**src/rtl/router_out_arbiter.sv**
```systemverilog
// Output-port arbiter and two-slot VC buffer: four input channels share one link,
// with the internal and link sides alternating VC slots on a free-running polarity bit.
// The outgoing packet port is named do_data because "do" is a reserved word.
module router_out_arbiter #(
    parameter int PACKET_WIDTH = 64,
    parameter int NUM_REQ      = 4
) (
    input  logic                            clk,
    input  logic                            reset,
    input  logic [NUM_REQ-1:0]              req_valid,
    input  logic [NUM_REQ*PACKET_WIDTH-1:0] req_data,
    output logic [NUM_REQ-1:0]              req_gnt,
    output logic                            so,
    input  logic                            ro,
    output logic [PACKET_WIDTH-1:0]         do_data,
    output logic                            polarity_out,
    output logic [1:0]                      buf_full
);

    localparam int PTR_W = $clog2(NUM_REQ);

    logic                          p;
    logic [1:0][PTR_W-1:0]         rr;
    logic [1:0]                    full;
    logic [PACKET_WIDTH-1:0]       vc_buf [2];

    logic [NUM_REQ-1:0]            eligible;
    logic                          grant_any;
    logic [PTR_W-1:0]              grant_idx;
    logic [PACKET_WIDTH-1:0]       grant_pkt;

    // A requester may only write the slot the internal side owns this cycle.
    always_comb begin
        for (int i = 0; i < NUM_REQ; i++) begin
            eligible[i] = req_valid[i]
                        && (req_data[i*PACKET_WIDTH + PACKET_WIDTH - 1] == p)
                        && !full[p];
        end
    end

    // NOTE: every output of a combinational block gets a default first, otherwise
    // the paths that skip an assignment infer a latch.
    always_comb begin
        logic [PTR_W-1:0] cand;
        grant_any = 1'b0;
        grant_idx = rr[p];
        cand      = rr[p];
        for (int k = 0; k < NUM_REQ; k++) begin
            cand = rr[p] + PTR_W'(k);
            if (!grant_any && eligible[cand]) begin
                grant_any = 1'b1;
                grant_idx = cand;
            end
        end
    end

    always_comb begin
        grant_pkt = req_data[grant_idx*PACKET_WIDTH +: PACKET_WIDTH];
        req_gnt   = '0;
        if (grant_any && reset) begin
            req_gnt = NUM_REQ'(1) << grant_idx;
        end
    end

    // Write side fills buf[p]; link side drains buf[~p]. The two never collide.
    // NOTE: sequential state is updated with non-blocking assignments so every
    // read in this block sees the pre-edge value.
    always_ff @(posedge clk or negedge reset) begin
        if (!reset) begin
            p       <= 1'b0;
            rr      <= '0;
            full    <= '0;
            so      <= 1'b0;
            do_data <= '0;
        end else begin
            p <= ~p;
            if (grant_any) begin
                full[p] <= 1'b1;
                rr[p]   <= grant_idx + PTR_W'(1);
            end
            if (full[~p] && ro) begin
                so       <= 1'b1;
                do_data  <= vc_buf[~p];
                full[~p] <= 1'b0;
            end else begin
                so <= 1'b0;
            end
        end
    end

    // NOTE: the packet storage has no reset; the full flags alone decide whether
    // a slot holds a live packet, so clearing the data would only cost logic.
    always_ff @(posedge clk) begin
        if (grant_any) begin
            vc_buf[p] <= grant_pkt;
        end
    end

    assign polarity_out = p;
    assign buf_full     = full;

endmodule

```
**config.mk**
```make
export PLATFORM = sky130hd
export DESIGN_NAME = router_out_arbiter
export DESIGN_NICKNAME = d
export VERILOG_FILES = /design/src/rtl/router_out_arbiter.sv
export SDC_FILE = /design/constraint.sdc
export NUM_CORES = 1
export LEC_CHECK = 0
export ABC_AREA = 1
export BUFFER_PORTS_ARGS = -buffer_cell sky130_fd_sc_hd__buf_4
export CAP_MARGIN = 0
export CORE_MARGIN = 2
export CORE_UTILIZATION = 48
export CTS_BUF_LIST = sky130_fd_sc_hd__clkbuf_4 sky130_fd_sc_hd__clkbuf_8
export CTS_CLUSTER_DIAMETER = 50
export DETAILED_ROUTE_END_ITERATION = 10
export GPL_TIMING_DRIVEN = 0
export PLACE_DENSITY_LB_ADDON = 0.25
export SYNTH_ARGS = -nofsm -noshare
export SYNTH_HDL_FRONTEND = slang
export SYNTH_SLANG_ARGS = --single-unit
```
**constraint.sdc**
```tcl
create_clock -name clk -period 4.45 [get_ports clk]
set_clock_uncertainty 0.15 [all_clocks]
set_input_delay 0.445 -clock clk [delete_from_list [all_inputs] [get_ports clk]]
set_output_delay 0.445 -clock clk [all_outputs]
set_load 0.005 [all_outputs]
```
==> run summary <==
Vias/cell = 5.21
Clk_lat worst skew = 0.46 ns
Slowest CP cell = dfrtp_1
1st-iter DRT viols = 886
Worst hold path type = in2async
Crit Path Category = reg2out
Max-cap violations = 0
Pint = 6220 uW
Fin. Hold Viols = 0
Initial antenna violation count = 0
Initial core utilization = 0.493
Reg power frac = 0.296
CTS resizes = 0
Share of cells above drive strength 1 = 0.273
Sw Share = 0.495
Worst EP arrival = 3.04 ns
Port Buffer Count = 334
Commonest non-fill, non-tap cell in the layout = nand2_1
CP Data Required Time = 3.86 ns
Comb power frac = 0.614
Clk pwr share = 0.089
Period minus WS final = 3.63 ns
Seq/Total Area, Yosys = 0.560
Worst slew pin tran = 1.06 ns
DIE WIDTH = 149 um
Cell count after synthesis = 1248
Vias in the first global route = 9395
First-pass GRT wire length = 51400 um
Yosys reg bits = 200
Clock transition at path regs = 0.11 ns
Die H = 149 um
Largest net degree at the start of global routing = 74
Routed WL = 34800 um
# diodes = 0
Worst Path Buf+Inv = 5
Area of the mapped netlist = 10100 um2
Clk buf depth = 2
Num CTS Buffers = 17
CP endpoint kind = output port
Crit path cell chain = inv_2 -> buf_2 -> nand2_1 -> nand2_1 -> nand3_1 -> nand2_1 -> nand3_2 -> nand2_4 -> nand2_2 -> nand2_1 -> nand2_1 -> nand2_1 -> nand2_2 -> buf_6 -> buf_6 -> nor3_1 -> buf_4
Io pins = 335
Total gr overflow = 0
H-tree levels = 4
Outcome = finished, final reports clean
CTS tree = built
CTS sink cnt = 200
CP Launch Type = flip-flop
Most frequent cells in the layout = 758 x nand2_1, 353 x buf_4, 155 x nand3_1
Hold-fix buffer count after cts = 0
Worst-path fanout max = 10
Dpl cell area = 13000 um2
VDD IR max = 0.885 mV
YS warnings = 0
# rows = 52
Rel. slew slack = 0.291
# DRC = 0
GP Congestion = 0.923
Via count = 9837
Core area = 20400 um2
# setup viols final = 0
Syn nets = 1511
Total power draw = 12300 uW
Routed length per instance = 18.5 um
Drt first pass iters = 5
TNS Setup = 0 ns
Final-report max-slew violation count = 0
Cell variety after synth = 25
F_max = 275 MHz
Setup WS post-layout = 0.816 ns
Total track usage = 0.312
Post-DP HPWL = 25900 um
Final Cell Area = 13400 um2
Cell leakage power = 0.00681 uW
Final core utilization = 0.655
Fin crit share = 0.817
Die Area = 22200 um2
Setup repair after global routing missed its margin = false
Nets = 1868
Clock root cell = clkbuf_8
Synth-to-Final Area Change = 32.8%
Detail Route Antenna Nets = 0
Critical path's top delay family = simple AND/OR/NAND/NOR gates
PwrDens = 922 nW/um2
Net Sw Power = 6110 uW
Pre-CTS WS = 1.33 ns
Max incr delay on CP = 0.48 ns
Avg Synthesized Cell Area = 8.07 um2
Most common cell on crit path = nand2_1
Post-CTS Setup Inserts = 0
power by group through the flow:
| stage | clock network [uW] | logic, uW | registers (uW) |
|---|---|---|---|
| global route | 1180 | 8260 | 3710 |
| CTS | 1110 | 7530 | 3650 |
| global placement | 0 | 7200 | 3680 |
| floorplan | 0 | 4400 | 3690 |
| finish | 1100 | 7580 | 3660 |
| detailed placement | 0 | 7510 | 3680 |
per-stage QoR:
step / hold WS [ns] / instances
after detailed placement: 0.288 / 1856
after floorplan: -0.000591 / 1248
final: 0.00118 / 1888
after global placement: 0.281 / 1852
after global routing: 0.0420 / 1888
after CTS: 0.0269 / 1888
worst reg2reg max path: cells and delay by family, from the launching register on:
family / cells / cell delay [ns]
buf+inv: 4 / 0.95
flops: 1 / 0.48
simple gates: 14 / 1.34
registers in the layout, indices dropped and copies added, names as in the netlist:
name / flops
so: 1
rr: 4
do_data: 64
buf_full: 2
polarity_out: 1
vc_buf: 128
routing by layer:
metal / GRT usage / share of wire / vias to the layer above
li1: - / - / 4712
met1: 0.386 / 0.38 / 4529
met2: 0.533 / 0.49 / 530
met3: 0.0765 / 0.097 / 66
met4: 0.117 / 0.033 / 0
met5: 0 / 0 / -
cells in the mapped netlist, drive strengths merged:
cell      n  share of area
nor2     16         0.0076
inv      15         0.0056
buf      47          0.036
nand2   770           0.29
nor3      2        0.00099
clkbuf   27          0.010
a22oi     1        0.00075
o21ai     7         0.0042
nand3   159          0.082
o21a      1        0.00075
dfrtp    72           0.18
nand4     2         0.0012
a21oi     1        0.00050
edfxtp  128           0.38
final timing paths:
path                                         from                      end  slack (ns)  cells past startpoint
max                        polarity_out$_DFF_PN0_               req_gnt[1]        0.82                     17
min                                         reset  do_data[28]$_DFFE_PN0P_       0.001                      1
max reg2reg                polarity_out$_DFF_PN0_   vc_buf[0][7]$_DFFE_PP_        1.33                     18
min reg2reg                vc_buf[0][0]$_DFFE_PP_   do_data[0]$_DFFE_PN0P_        0.29                      2
max in group asynchronous                   reset  do_data[57]$_DFFE_PN0P_        3.44                      1
min in group clk                    req_data[218]  vc_buf[1][26]$_DFFE_PP_        0.22                      5
area by class of cell:
class                      count  area, um2
timing repair buffer         338       2590
sequential                   200       5650
buffer                        74        463
clock buffer                  20        263
inverter                      15       56.3
multi-input combinational    959       3930
clock inverter                12        103
fill                        1754       7050
tap                          270        338
logic make-up after synthesis:
| logic type | synth area share |
|---|---|
| simple gates | 0.382 |
| flops | 0.560 |
| buf+inv | 0.0515 |
| compound gates | 0.00621 |
Power figures use the tool's default switching activity.
